<file path="config.mk">
export PLATFORM = sky130hd
export DESIGN_NAME = mc_control_unit
export DESIGN_NICKNAME = d
export VERILOG_FILES = /design/src/rtl/mc_control_unit.sv
export SDC_FILE = /design/constraint.sdc
export NUM_CORES = 1
export LEC_CHECK = 0
export BUFFER_PORTS_ARGS = -buffer_cell sky130_fd_sc_hd__buf_2
export CAP_MARGIN = 10
export CORE_MARGIN = 4
export CORE_UTILIZATION = 30
export CTS_BUF_LIST = sky130_fd_sc_hd__clkbuf_4
export DETAILED_ROUTE_END_ITERATION = 16
export GPL_ROUTABILITY_DRIVEN = 1
export HOLD_SLACK_MARGIN = 0.06
export PLACE_DENSITY = 0.63
export SETUP_SLACK_MARGIN = 0.05
export SYNTH_ARGS = -nofsm -noshare
export SYNTH_HDL_FRONTEND = slang
export SYNTH_SLANG_ARGS = --single-unit
</file>
<file path="constraint.sdc">
create_clock -name clock -period 2.3 [get_ports clock]
set_clock_uncertainty 0.1 [all_clocks]
set_input_delay 0.46 -clock clock [delete_from_list [all_inputs] [get_ports clock]]
set_output_delay 0.46 -clock clock [all_outputs]
set_load 0.03 [all_outputs]
</file>
<file path="src/rtl/mc_control_unit.sv">
// mc_control_unit: multicycle MIPS control FSM.
// It drives the datapath register enables, the mux selects and the ALU operation.
// A wait counter holds FETCH and MEM_READ for MEM_WAIT extra cycles.
// Optional feature macro: MC_EXCEPTION_EN. When it is defined, illegal instructions and signed
// add/sub overflow trap to EXC, which captures the EPC.
// Parameters: MEM_WAIT   memory read latency in extra cycles (0..15)
// Inputs:     clock, reset (async, active-high), opcode/funct (IR fields), zero_flag,
//             overflow_flag
// Outputs:    datapath enables/selects, pc_source/alu_src_b/mem_to_reg (2b), alu_op (3b),
//             state_out (4b state code), halted
module mc_control_unit #(
   parameter int unsigned MEM_WAIT = 2
) (
   input  logic       clock,
   input  logic       reset,
   input  logic [5:0] opcode,
   input  logic [5:0] funct,
   input  logic       zero_flag,
   input  logic       overflow_flag,
   output logic       pc_write,
   output logic       iord,
   output logic       mem_write,
   output logic       ir_write,
   output logic       alu_src_a,
   output logic       reg_write,
   output logic       reg_dst,
   output logic       a_write,
   output logic       b_write,
   output logic       aluout_write,
   output logic       mdr_write,
   output logic       epc_write,
   output logic [1:0] pc_source,
   output logic [1:0] alu_src_b,
   output logic [1:0] mem_to_reg,
   output logic [2:0] alu_op,
   output logic [3:0] state_out,
   output logic       halted
);

   localparam int unsigned WCNT_W = (MEM_WAIT > 0) ? $clog2(MEM_WAIT + 1) : 1;
   localparam logic [WCNT_W-1:0] WAIT_INIT = WCNT_W'(MEM_WAIT);

   localparam logic [2:0] AluAdd = 3'd1;
   localparam logic [2:0] AluSub = 3'd2;
   localparam logic [2:0] AluAnd = 3'd3;
   localparam logic [2:0] AluXor = 3'd6;

   typedef enum logic [3:0] {
      StFetch    = 4'd0,
      StDecode   = 4'd1,
      StAritExec = 4'd2,
      StAritWb   = 4'd3,
      StMemAddr  = 4'd4,
      StMemRead  = 4'd5,
      StMemWb    = 4'd6,
      StMemWrite = 4'd7,
      StLui      = 4'd8,
      StJump     = 4'd9,
      StBranch   = 4'd10,
      StHalt     = 4'd11,
      StExc      = 4'd12
   } state_e;

   state_e            state_q, state_d;
   logic [WCNT_W-1:0] wcnt_q, wcnt_d;
   logic              is_arith;
   logic [2:0]        arith_op;
   state_e            illegal_next;

`ifdef MC_EXCEPTION_EN
   assign illegal_next = StExc;
`else
   assign illegal_next = StFetch;
   logic unused_overflow;
   assign unused_overflow = overflow_flag;
`endif

   // R-type funct decode; the IR stays stable, so ARIT_WB can reuse it.
   always_comb begin
      is_arith = 1'b1;
      arith_op = AluAdd;
      case (funct)
         6'h20:   arith_op = AluAdd;
         6'h22:   arith_op = AluSub;
         6'h24:   arith_op = AluAnd;
         6'h26:   arith_op = AluXor;
         default: is_arith = 1'b0;
      endcase
   end

   always_ff @(posedge clock or posedge reset) begin
      if (reset) begin
         state_q <= StFetch;
         wcnt_q  <= WAIT_INIT;
      end else begin
         state_q <= state_d;
         wcnt_q  <= wcnt_d;
      end
   end

   always_comb begin
      state_d      = state_q;
      pc_write     = 1'b0;
      iord         = 1'b0;
      mem_write    = 1'b0;
      ir_write     = 1'b0;
      alu_src_a    = 1'b0;
      reg_write    = 1'b0;
      reg_dst      = 1'b0;
      a_write      = 1'b0;
      b_write      = 1'b0;
      aluout_write = 1'b0;
      mdr_write    = 1'b0;
      epc_write    = 1'b0;
      pc_source    = 2'b00;
      alu_src_b    = 2'b00;
      mem_to_reg   = 2'b00;
      alu_op       = 3'd0;
      halted       = 1'b0;
      case (state_q)
         StFetch: begin
            alu_src_b = 2'b01;
            alu_op    = AluAdd;
            if (wcnt_q == '0) begin
               ir_write = 1'b1;
               pc_write = 1'b1;
               state_d  = StDecode;
            end
         end
         StDecode: begin
            a_write      = 1'b1;
            b_write      = 1'b1;
            aluout_write = 1'b1;
            alu_src_b    = 2'b11;
            alu_op       = AluAdd;
            if (opcode == 6'h00 && is_arith)           state_d = StAritExec;
            else if (opcode == 6'h00 && funct == 6'h00) state_d = StFetch;
            else if (opcode == 6'h00 && funct == 6'h0d) state_d = StHalt;
            else begin
               case (opcode)
                  6'h23, 6'h2b: state_d = StMemAddr;
                  6'h0f:        state_d = StLui;
                  6'h02:        state_d = StJump;
                  6'h04, 6'h05: state_d = StBranch;
                  default:      state_d = illegal_next;
               endcase
            end
         end
         StAritExec: begin
            alu_src_a    = 1'b1;
            aluout_write = 1'b1;
            alu_op       = arith_op;
            state_d      = StAritWb;
`ifdef MC_EXCEPTION_EN
            if ((funct == 6'h20 || funct == 6'h22) && overflow_flag) state_d = StExc;
`endif
         end
         StAritWb: begin
            reg_write = 1'b1;
            reg_dst   = 1'b1;
            alu_op    = arith_op;
            state_d   = StFetch;
         end
         StMemAddr: begin
            alu_src_a    = 1'b1;
            alu_src_b    = 2'b10;
            alu_op       = AluAdd;
            aluout_write = 1'b1;
            state_d      = (opcode == 6'h23) ? StMemRead : StMemWrite;
         end
         StMemRead: begin
            iord = 1'b1;
            if (wcnt_q == '0) begin
               mdr_write = 1'b1;
               state_d   = StMemWb;
            end
         end
         StMemWb: begin
            reg_write  = 1'b1;
            mem_to_reg = 2'b01;
            state_d    = StFetch;
         end
         StMemWrite: begin
            iord      = 1'b1;
            mem_write = 1'b1;
            state_d   = StFetch;
         end
         StLui: begin
            reg_write  = 1'b1;
            mem_to_reg = 2'b10;
            state_d    = StFetch;
         end
         StJump: begin
            pc_write  = 1'b1;
            pc_source = 2'b10;
            state_d   = StFetch;
         end
         StBranch: begin
            alu_src_a = 1'b1;
            alu_op    = AluSub;
            pc_source = 2'b01;
            pc_write  = (opcode == 6'h04 && zero_flag) || (opcode == 6'h05 && !zero_flag);
            state_d   = StFetch;
         end
         StHalt: begin
            halted = 1'b1;
         end
`ifdef MC_EXCEPTION_EN
         StExc: begin
            epc_write = 1'b1;
            alu_src_b = 2'b01;
            alu_op    = AluSub;
            pc_write  = 1'b1;
            pc_source = 2'b11;
            state_d   = StFetch;
         end
`endif
         default: state_d = StFetch;
      endcase

      // Counter is reloaded on entry to a wait state and counts down while dwelling there.
      wcnt_d = wcnt_q;
      if ((state_q == StFetch || state_q == StMemRead) && wcnt_q != '0) begin
         wcnt_d = wcnt_q - WCNT_W'(1);
      end else if (state_d == StFetch || state_d == StMemRead) begin
         wcnt_d = WAIT_INIT;
      end

      // Async reset holds state at FETCH, which would otherwise fire with MEM_WAIT=0.
      if (reset) begin
         pc_write     = 1'b0;
         ir_write     = 1'b0;
         reg_write    = 1'b0;
         mem_write    = 1'b0;
         epc_write    = 1'b0;
         a_write      = 1'b0;
         b_write      = 1'b0;
         aluout_write = 1'b0;
         mdr_write    = 1'b0;
      end
   end

   assign state_out = state_q;

endmodule

</file>
==> summary.md, run 1 <==
| Metric | Value |
|---|---|
| Compound-gate portion of the synthesized area | `between 15 and 20%` |
| XOR/XNOR share of the synthesized area | `3.03%` |
| Rows | `19` |
| Post-DP Area | `1150 sq um` |
| Post-synth top area cell | `dfrtp_1` |
| PwrDens | `908 nW/um^2` |
| Post-DP HPWL | `2140 um` |
| Final ANT Viol Nets | `0` |
| GR Overflow Total | `0` |
| Arrival time at the worst endpoint | `1.70 ns` |
| CTS tree | `done` |
| Remaining DRCs | `0` |
| Final #Nets | `182` |
| Maximum level of the CTS H-tree | `1` |
| Die Area | `3810 sq um` |
| Port-buffer cells | `39` |
| Post-Synth Simple-Gate Area | `47.1%` |
| Hold_ws | `0.103 ns` |
| VDD IR max | `around 0.55 mV` |
| Max Slew Vio Count | `0` |
| P_leak | `0.569 nW` |
| Chip width | `around 60 um` |
| Largest net degree at the start of global routing | `14` |
| Area Growth Syn to Fin | `42.1%` |
| Synth Net Count | `between 100 and 150` |
| Post-synthesis sequential area ratio | `17.5%` |
| Vias in the first global route | `963` |
| CP Capture Point | `aluout_write` |
| Cell area after synthesis | `~870 sq um` |
| EDFF count, synth | `0` |
| FF-to-FF Start | `wcnt_q[1]` |
| Yosys warning total | `0` |
| DR pass1 iterations | `4` |
| Crit Path Class | `reg -> out` |
| CP Data Required Time | `1.74 ns` |
| Post-synth ARST share | `100%` |
| Synth cell types | `46` |
| Crit end category | `output port` |
| N_diodes | `0` |
| Avg Synthesized Cell Area | `7.46 sq um` |
| TritonCTS buffer count | `3` |
| First-pass GRT wire length | `4090 um` |
| Reg clk slew, reported paths | `0.05 ns` |
| Path category of the worst min-delay check | `in -> async` |
| Synthesized instance count | `116` |
| FF-to-FF End | `wcnt_q[0]` |
| Drt wl/cell | `12.8 um` |
| GRT Util Overall | `between 10% and 20%` |
| Fmax | `443 MHz` |
| Setup_tns | `0 ns` |
| Most area-consuming cells after synthesis | `dfrtp_1 (14%), nor2_1 (7.4%), buf_4 (4.3%)` |
| Fin. Hold Viols | `0` |
| Crit path max fanout | `7` |
| Clock tree root driver cell | `clkbuf_4` |
| Worst skew pair latency | `0.25 ns` |
| Total Wirelength | `2500 um` |
| Initial antenna violation count | `0` |
| Initial Utilization | `roughly a third` |
| Adder-Cell Fraction of Synth Area | `1.45%` |
| Synthesis-stage register bit count | `6` |
| Final std cell area, no fill | `roughly 1200 sq um` |
| TritonCTS Sinks | `6` |
| Share of cells above drive strength 1 | `52.4%` |
| Final period utilization | `98.1%` |
| Final min period | `2.26 ns` |
| CP startpoint kind | `flip-flop` |
| Share of the synthesized area in the top cell type | `14.5%` |
| Setup violations, final | `0` |
| Main flop type after synthesis | `dfrtp_1` |
| Ports | `42` |
| GPL Wtd Cong | `~0.84` |
| Die Span Y | `61.7 um` |
| Vias per Instance | `about 5.3` |
| Area of the core | `~2800 sq um` |
| DRT iter0 DRCs | `25` |
| Mux cell area share after synthesis | `0%` |
| Crit. Startpoint | `state_out[0]` |
| Reg2Reg Setup Slack | `0.24 ns` |
| Clock Tree Buf Depth | `2` |
| RSZ-0062 raised after global routing | `yes` |
| Outcome | `finished, final reports clean` |
| Vias | `1029` |
| Max_cap viols | `0` |
| Largest family of logic cells by synthesized area | `simple AND/OR/NAND/NOR gates` |
| FF-to-FF path depth | `8` |
sequential cells by signal, indices dropped and copies added, names as in the netlist:
register / flops
wcnt_q: 2
state_out: 4
routing by layer:
metal / up-vias / share of wire, % / GRT usage (%)
li1: 519 / - / -
met1: 467 / 44 / 17.7
met2: 39 / 47 / 25.0
met3: 4 / 7.2 / 1.03
met4: 0 / 1.4 / 4.55
met5: - / 0 / 0
cell usage after synthesis, types with 3 or more instances:
cell / count
nor2_1: 17
a21oi_1: 7
nor3_1: 7
nand2_1: 6
buf_4: 5
dfrtp_1: 5
inv_1: 5
o21ai_0: 5
a31oi_1: 4
nand2b_1: 4
nand3_1: 4
and2_1: 3
nor3_2: 3
how the worst min path moves through the flow:
stage / start / to / cells past startpoint / slack [ns]
3_3_place_gp: wcnt_q[1] / wcnt_q[1] / 2 / 0.37
4_1_cts: reset / state_out[0] / 2 / 0.11
3_5_place_dp: wcnt_q[1] / wcnt_q[1] / 2 / 0.36
5_1_grt: reset / state_out[1] / 2 / 0.14
2_1_floorplan: reset / state_out[0] / 1 / 0.16
6_report: reset / state_out[1] / 2 / 0.10
cells by family (layout without fill, tap and decap cells):
| family | count (synthesis) | in the layout |
|---|---|---|
| xor gates and xnor gates | 3 | 3 |
| other | 1 | 1 |
| AOI/OAI and AO/OA | 25 | 25 |
| buffers and inverters | 13 | 61 |
| DFF | 6 | 6 |
| adders and majority gates | 1 | 1 |
| and+or+nand+nor | 67 | 67 |
critical path, stage by stage (launching register included):
cell and delay, ns:
dfrtp_2 0.44, buf_4 0.17, or3b_4 0.38, a211oi_2 0.25
buf_4 0.20
layout by cell type (no fill, tap or decap), types with 3 or more instances in the layout:
| master | Yosys | final |
|---|---|---|
| a21oi_1 | 7 | 6 |
| a31oi_1 | 4 | 4 |
| and2_1 | 3 | 3 |
| buf_2 | 0 | 37 |
| buf_4 | 5 | 14 |
| clkbuf_4 | 0 | 4 |
| dfrtp_2 | 0 | 4 |
| inv_1 | 5 | 5 |
| nand2_1 | 6 | 6 |
| nand2b_1 | 4 | 4 |
| nand3_1 | 4 | 3 |
| nor2_1 | 17 | 15 |
| nor3_1 | 7 | 5 |
| nor3_2 | 3 | 5 |
| o21ai_0 | 5 | 5 |
power breakdown:
| part | total [W] | internal, W | switching (W) |
|---|---|---|---|
| sequential | 0.000210 | 0.000150 | 0.0000598 |
| clock | 0.000120 | 0.0000778 | 0.0000425 |
| combinational | 0.000786 | 0.000330 | 0.000456 |
| total | 0.00112 | 0.000558 | 0.000558 |
through the flow:
stage / power [W] / setup WS [ns] / std cells / util, %
after floorplan: 0.000763 / -0.115 / 116 / -
after CTS: 0.00110 / 0.0216 / 194 / 43.9
after global placement: 0.000936 / 0.0660 / 190 / 41.9
after global routing: 0.00121 / -0.0453 / 195 / 44.6
after detailed placement: 0.000954 / 0.0494 / 190 / 41.9
final: 0.00112 / 0.0427 / 195 / 44.6
final cells by class:
cell class | count | area [sq um]
Inverter | 5 | 18.8
Fill cell | 297 | 1530
Timing Repair Buffer | 52 | 302
Sequential cell | 6 | 156
Clock buffer | 4 | 30.0
Tap cell | 31 | 38.8
Multi-Input combinational cell | 97 | 684
timing repair:
item	4_1_cts	5_1_grt
setup endpoints to repair	4	5
pin swaps	0	1
gates resized for setup	8	4
buffers inserted	0	1
cloned	0	0
hold buffers	0	0
Power figures use the tool's default switching activity.
==> run 2: changes to the inputs <==
Settings changed: CORE_MARGIN 4 to not set, CTS_BUF_LIST sky130_fd_sc_hd__clkbuf_4 to sky130_fd_sc_hd__clkbuf_16.
Clock period 2.3 ns to 2.88 ns, I/O delays scaled along.
==> run 2 against run 1 <==
Compared with the run above:
- sequential cell count did not move
- global-route usage rose by 1.0 points
- wire length fell by 9.1%
- critical path type unchanged
==> summary.md, run 2 (same netlist as run 1, synthesis figures left out) <==
| Metric | Value |
|---|---|
| Outcome | `finished, final reports clean` |
| GR Overflow Total | `0` |
| TritonCTS Sinks | `6` |
| FF-to-FF path depth | `7` |
| Fmax | `389 MHz` |
| Ports | `42` |
| DRT iter0 DRCs | `39` |
| Largest net degree at the start of global routing | `20` |
| Crit Path Class | `reg -> out` |
| Clock tree root driver cell | `clkbuf_16` |
| Rows | `19` |
| Vias per Instance | `5.34` |
| Setup violations, final | `0` |
| Initial Utilization | `31.7%` |
| GRT Util Overall | `approximately 15%` |
| Reg clk slew, reported paths | `0.04 ns` |
| Hold-fix buffers, CTS | `0` |
| Maximum level of the CTS H-tree | `1` |
| Postcts setup bufs | `0` |
| RSZ-0062 raised after global routing | `no` |
| Slew HR | `roughly 62%` |
| Total Wirelength | `2270 um` |
| Worst skew pair latency | `0.23 ns` |
| CP max stage cell | `dfrtp_1` |
| Final ANT Viol Nets | `0` |
| CP startpoint kind | `flip-flop` |
| Actual slew at the worst max-slew pin | `0.571 ns` |
| Crit path max-delay family | `simple AND/OR/NAND/NOR gates` |
| Chip width | `~56 um` |
| Die Span Y | `55.7 um` |
| Most common cell after layout, fill and taps aside | `buf_2` |
| N_diodes | `0` |
| Vias in the first global route | `882` |
| Fin. Hold Viols | `0` |
| Total Power | `approximately 0.00092 W` |
| Final #Nets | `169` |
| Final period utilization | `89.4%` |
| Arrival time at the worst endpoint | `1.90 ns` |
| Post-DP HPWL | `1770 um` |
| Top cell by count, worst path | `a21oi_1` |
| FF-to-FF End | `wcnt_q[0]` |
| Max Slew Vio Count | `0` |
| Setup_tns | `0 ns` |
| Reg2Reg Setup Slack | `between 0.8 and 0.9 ns` |
| Crit end category | `output port` |
| Vias | `971` |
| Commonest cells after routing, fill and taps aside | `buf_2 (39), nor2_1 (17), nor3_1 (7), a21oi_1 (7)` |
| Area Growth Syn to Fin | `27.9%` |
| CP Cell Sequence | `nand2b_1, nor2_1, a21oi_1, or3_1, a21oi_1, buf_2` |
| CTS tree | `done` |
| CP peak stage delay | `0.56 ns` |
| Path category of the worst min-delay check | `in -> async` |
| CP bufs+invs | `1` |
| Initial antenna violation count | `0` |
| VDD IR max | `about 0.53 mV` |
| GPL Wtd Cong | `0.755` |
| Max_cap viols | `0` |
| Drt wl/cell | `12.5 um` |
| CP Data Required Time | `2.20 ns` |
| Crit path max fanout | `17` |
| FF-to-FF Start | `wcnt_q[1]` |
| Share of cells above drive strength 1 | `38.4%` |
| Area of the core | `2730 sq um` |
| Clock Tree Buf Depth | `2` |
| TritonCTS buffer count | `3` |
| First-pass GRT wire length | `3840 um` |
| Fillers | `a little over 300` |
| Remaining DRCs | `0` |
| Port-buffer cells | `39` |
| Post_cts resized | `0` |
| DR pass1 iterations | `6` |
| Number of flip-flops in the largest register | `4` |
| PwrDens | `829 nW/um^2` |
| P_leak | `0.520 nW` |
| Die Area | `3100 sq um` |
| Final min period | `2.57 ns` |
[run 2: worst max-delay path by stage]
stage / from / cells after the start / end
finish: state_out[0] / 6 / pc_write
floorplan: state_out[3] / 4 / ir_write
CTS: state_out[0] / 6 / pc_write
detailed placement: opcode[1] / 6 / pc_write
global route: state_out[0] / 6 / pc_write
global placement: opcode[1] / 6 / pc_write
[run 2: final cells by class]
cell class,instances,area (sq um),share of cell area [%]
flip-flops and latches,6,151,13.7
multi-input cells,97,624,56.4
clock inverters,1,3.75,0.339
repair buffers,39,195,17.6
inverters,5,18.8,1.69
well taps,31,38.8,3.50
clock buffers,3,75.1,6.78
[run 2: metrics by stage]
| step | hold slack [ns] | utilization [%] | area [sq um] | std cells | worst slack (ns) |
|---|---|---|---|---|---|
| after global routing | 0.272 | 40.5 | 1110 | 182 | 0.164 |
| after floorplan | 0.280 | - | 871 | 116 | 0.0535 |
| final | 0.233 | 40.5 | 1110 | 182 | 0.306 |
| after global placement | 0.363 | 37.6 | 1030 | 178 | 0.409 |
| after detailed placement | 0.369 | 37.6 | 1030 | 178 | 0.401 |
| after CTS | 0.242 | 40.5 | 1110 | 182 | 0.315 |
[run 2: layer usage]
layer	track usage, %	vias up	part of all wire, %
li1	-	489	-
met1	21.3	444	47
met2	23.9	38	46
met3	2.33	0	6.7
met4	3.21	0	0
met5	0	-	0
[run 2: report_power, final]
group / switching [W] / total (W) / internal (W)
combinational: 0.000316 / 0.000503 / 0.000188
sequential: 0.0000706 / 0.000188 / 0.000117
clock: 0.0000473 / 0.000227 / 0.000180
==> run 3: changes to the inputs <==
Settings changed: ABC_AREA set to 1, MAX_ROUTING_LAYER set to met4.
==> run 3 against run 2 <==
Compared with the run above:
- power is 2.6% higher
- critical endpoint is now alu_op[1]
- final area is 3.2% higher
- clock-buffer cell count stayed put
- wire length is 2.3% higher
- non-clock buffer count stayed put
- largest cell class unchanged
- register-to-register slack better by 0.36 ns
- sequential cell count stayed put
- maximum frequency is 6.8% higher
- critical path type is now in -> out
==> summary.md, run 3 <==
| Metric | Value |
|---|---|
| P_leak | `0.706 nW` |
| Initial Utilization | `32.9%` |
| CP max stage cell | `a2111oi_0` |
| Largest family of logic cells by synthesized area | `simple AND/OR/NAND/NOR gates` |
| Vias | `1030` |
| Clock tree root driver cell | `clkbuf_16` |
| Post_cts resized | `0` |
| Crit. path cell count | `6` |
| Postcts setup bufs | `0` |
| Worst skew pair latency | `0.23 ns` |
| Rows | `18` |
| Avg Synthesized Cell Area | `5.60 sq um` |
| Actual slew at the worst max-slew pin | `around 0.56 ns` |
| Max Slew Vio Count | `0` |
| Vias per Instance | `approximately 4.6` |
| Die Area | `3040 sq um` |
| XOR/XNOR share of the synthesized area | `0%` |
| Initial antenna violation count | `0` |
| FF-to-FF Start | `state_out[1]` |
| Max_cap viols | `0` |
| Hold-fix buffers, CTS | `0` |
| Psw | `0.000471 W` |
| Remaining DRCs | `0` |
| Compound-gate portion of the synthesized area | `4.73%` |
| Most area-consuming cells after synthesis | `dfrtp_1 (15%), nand2_1 (15%), nor2_1 (14%)` |
| RSZ-0062 raised after global routing | `no` |
| Post-synth ARST share | `100%` |
| Synthesis-stage register bit count | `6` |
| GPL Wtd Cong | `0.802` |
| Adder-Cell Fraction of Synth Area | `under 10%` |
| VDD IR max | `0.423 mV` |
| Chip width | `55.1 um` |
| CP peak stage delay | `0.57 ns` |
| Synth cell types | `23` |
| Die Span Y | `55.1 um` |
| GR Overflow Total | `0` |
| Path category of the worst min-delay check | `in -> async` |
| Area occupied by multi-input gates | `578 sq um` |
| DRT iter0 DRCs | `26` |
| Crit Path Class | `in -> out` |
| Switching share of power | `50.0%` |
| Arrival time at the worst endpoint | `between 1.5 and 2 ns` |
| Area of the core | `2570 sq um` |
| Synth Net Count | `168` |
| Main flop type after synthesis | `dfrtp_1` |
| Final period utilization | `83.7%` |
| Register Area | `151 sq um` |
| Drt wl/cell | `10.5 um` |
| CP bufs+invs | `3` |
| Post-Synth Simple-Gate Area | `roughly three fifths` |
| FF-to-FF path depth | `12` |
| Port-buffer cells | `39` |
| Fillers | `between 200 and 300` |
| TritonCTS buffer count | `3` |
| Share of cells above drive strength 1 | `34.4%` |
| Finished Layout Cells | `222` |
| CP Capture Point | `alu_op[1]` |
| Crit. Startpoint | `funct[2]` |
| Ports | `42` |
| Crit path max-delay family | `compound AO/OA/AOI/OAI gates` |
| Yosys warning total | `0` |
| Share of the synthesized area in the top cell type | `around 15%` |
| Post-synth top area cell | `dfrtp_1` |
| Outcome | `finished, final reports clean` |
| CP Cell Sequence | `buf_2, inv_1, a2111oi_0, o21ai_0, nand2_1, buf_2` |
| Synthesized instance count | `151` |
| Hold_ws | `0.249 ns` |
| Final #Nets | `between 200 and 250` |
| Commonest cells post-synth | `nand2_1 (33), nor2_1 (31), inv_1 (23), nand3_1 (16), nand2_2 (6)` |
| CTS tree | `done` |
| Setup_tns | `0 ns` |
| Core Util, Final | `44.5%` |
| Maximum level of the CTS H-tree | `1` |
| Reg clk slew, reported paths | `0.04 ns` |
| Top cell by count, worst path | `buf_2` |
| Sequential share of power | `16.6%` |
| Combinational power share | `~60%` |
| Number of flip-flops in the largest register | `4` |
| First-pass GRT wire length | `3770 um` |
| Reg2Reg Setup Slack | `approximately 1.2 ns` |
| Crit end category | `output port` |
| Most frequent cell after synthesis | `nand2_1` |
| Clock Tree Buf Depth | `2` |
| DR pass1 iterations | `4` |
| Post-DP Area | `1060 sq um` |
| Fmax | `approximately 410 MHz` |
| Area Growth Syn to Fin | `35.1%` |
| Total Wirelength | `2330 um` |
| TritonCTS Sinks | `6` |
| Most common cell after layout, fill and taps aside | `buf_2` |
| Placed cell count | `218` |
| Final min period | `2.41 ns` |
| Int Pwr | `0.000471 W` |
| PwrDens | `825 nW/um^2` |
| N_diodes | `0` |
| GRT Util Overall | `approximately 18%` |
| Setup violations, final | `0` |
| Slew HR | `~62%` |
| CP Data Required Time | `2.20 ns` |
| Fin. Hold Viols | `0` |
| CP startpoint kind | `primary input` |
| Mux cell area share after synthesis | `0%` |
| Post-synthesis sequential area ratio | `about 18%` |
| Final std cell area, no fill | `around 1100 sq um` |
| Vias in the first global route | `914` |
| EDFF count, synth | `0` |
| Cell area after synthesis | `846 sq um` |
| Commonest cells after routing, fill and taps aside | `buf_2 (39), nand2_1 (33), nor2_1 (31)` |
| Final ANT Viol Nets | `0` |
| Clk pwr share | `24.4%` |
| Crit path max fanout | `4` |
| FF-to-FF End | `wcnt_q[0]` |
| Post-DP HPWL | `a little under 2000 um` |
| Largest net degree at the start of global routing | `9` |
==> run 3: worst min-delay path by stage <==
stage              endpoint  slack [ns]  cells after the start
2_1_floorplan  state_out[0]        0.28                      1
3_5_place_dp      wcnt_q[1]        0.35                      2
6_report       state_out[3]        0.25                      2
4_1_cts        state_out[3]        0.26                      2
3_3_place_gp      wcnt_q[1]        0.35                      2
5_1_grt        state_out[3]        0.29                      2
==> run 3: metrics by stage <==
| stage | total power [W] | worst slack (ns) |
|---|---|---|
| final | 0.000942 | 0.469 |
| after global routing | 0.00102 | 0.286 |
| after CTS | 0.000949 | 0.452 |
| after detailed placement | 0.000714 | 0.462 |
| after global placement | 0.000707 | 0.475 |
| after floorplan | 0.000583 | 0.257 |
==> run 3: power groups by stage <==
stage          combinational [W]  sequential [W]  clock (W)
5_1_grt                 0.000617        0.000160   0.000240
2_1_floorplan           0.000410        0.000173          0
3_5_place_dp            0.000556        0.000157          0
3_3_place_gp            0.000551        0.000157          0
4_1_cts                 0.000560        0.000156   0.000234
6_report                0.000556        0.000157   0.000229
==> run 3: logic make-up after synthesis <==
| logic type | Yosys count |
|---|---|
| AOI/OAI and AO/OA | 6 |
| adders and majority gates | 1 |
| buffers and inverters | 29 |
| DFF | 6 |
| other | 1 |
| and+or+nand+nor | 108 |
==> run 3: metal layers <==
metal / track usage (%) / wire (um) / vias up
met4: 3.75 / 15 / 0
met1: 23.0 / 1090 / 435
met3: 2.46 / 158 / 2
met2: 29.9 / 1060 / 39
met5: - / 0 / -
li1: - / - / 554
==> run 3: final cells by class <==
type	instances	area share (%)
timing repair buffer	39	17.1
multi-input combinational	116	50.6
sequential	6	13.3
clock inverter	1	0.329
inverter	27	8.87
tap	30	3.29
clock buffer	3	6.57
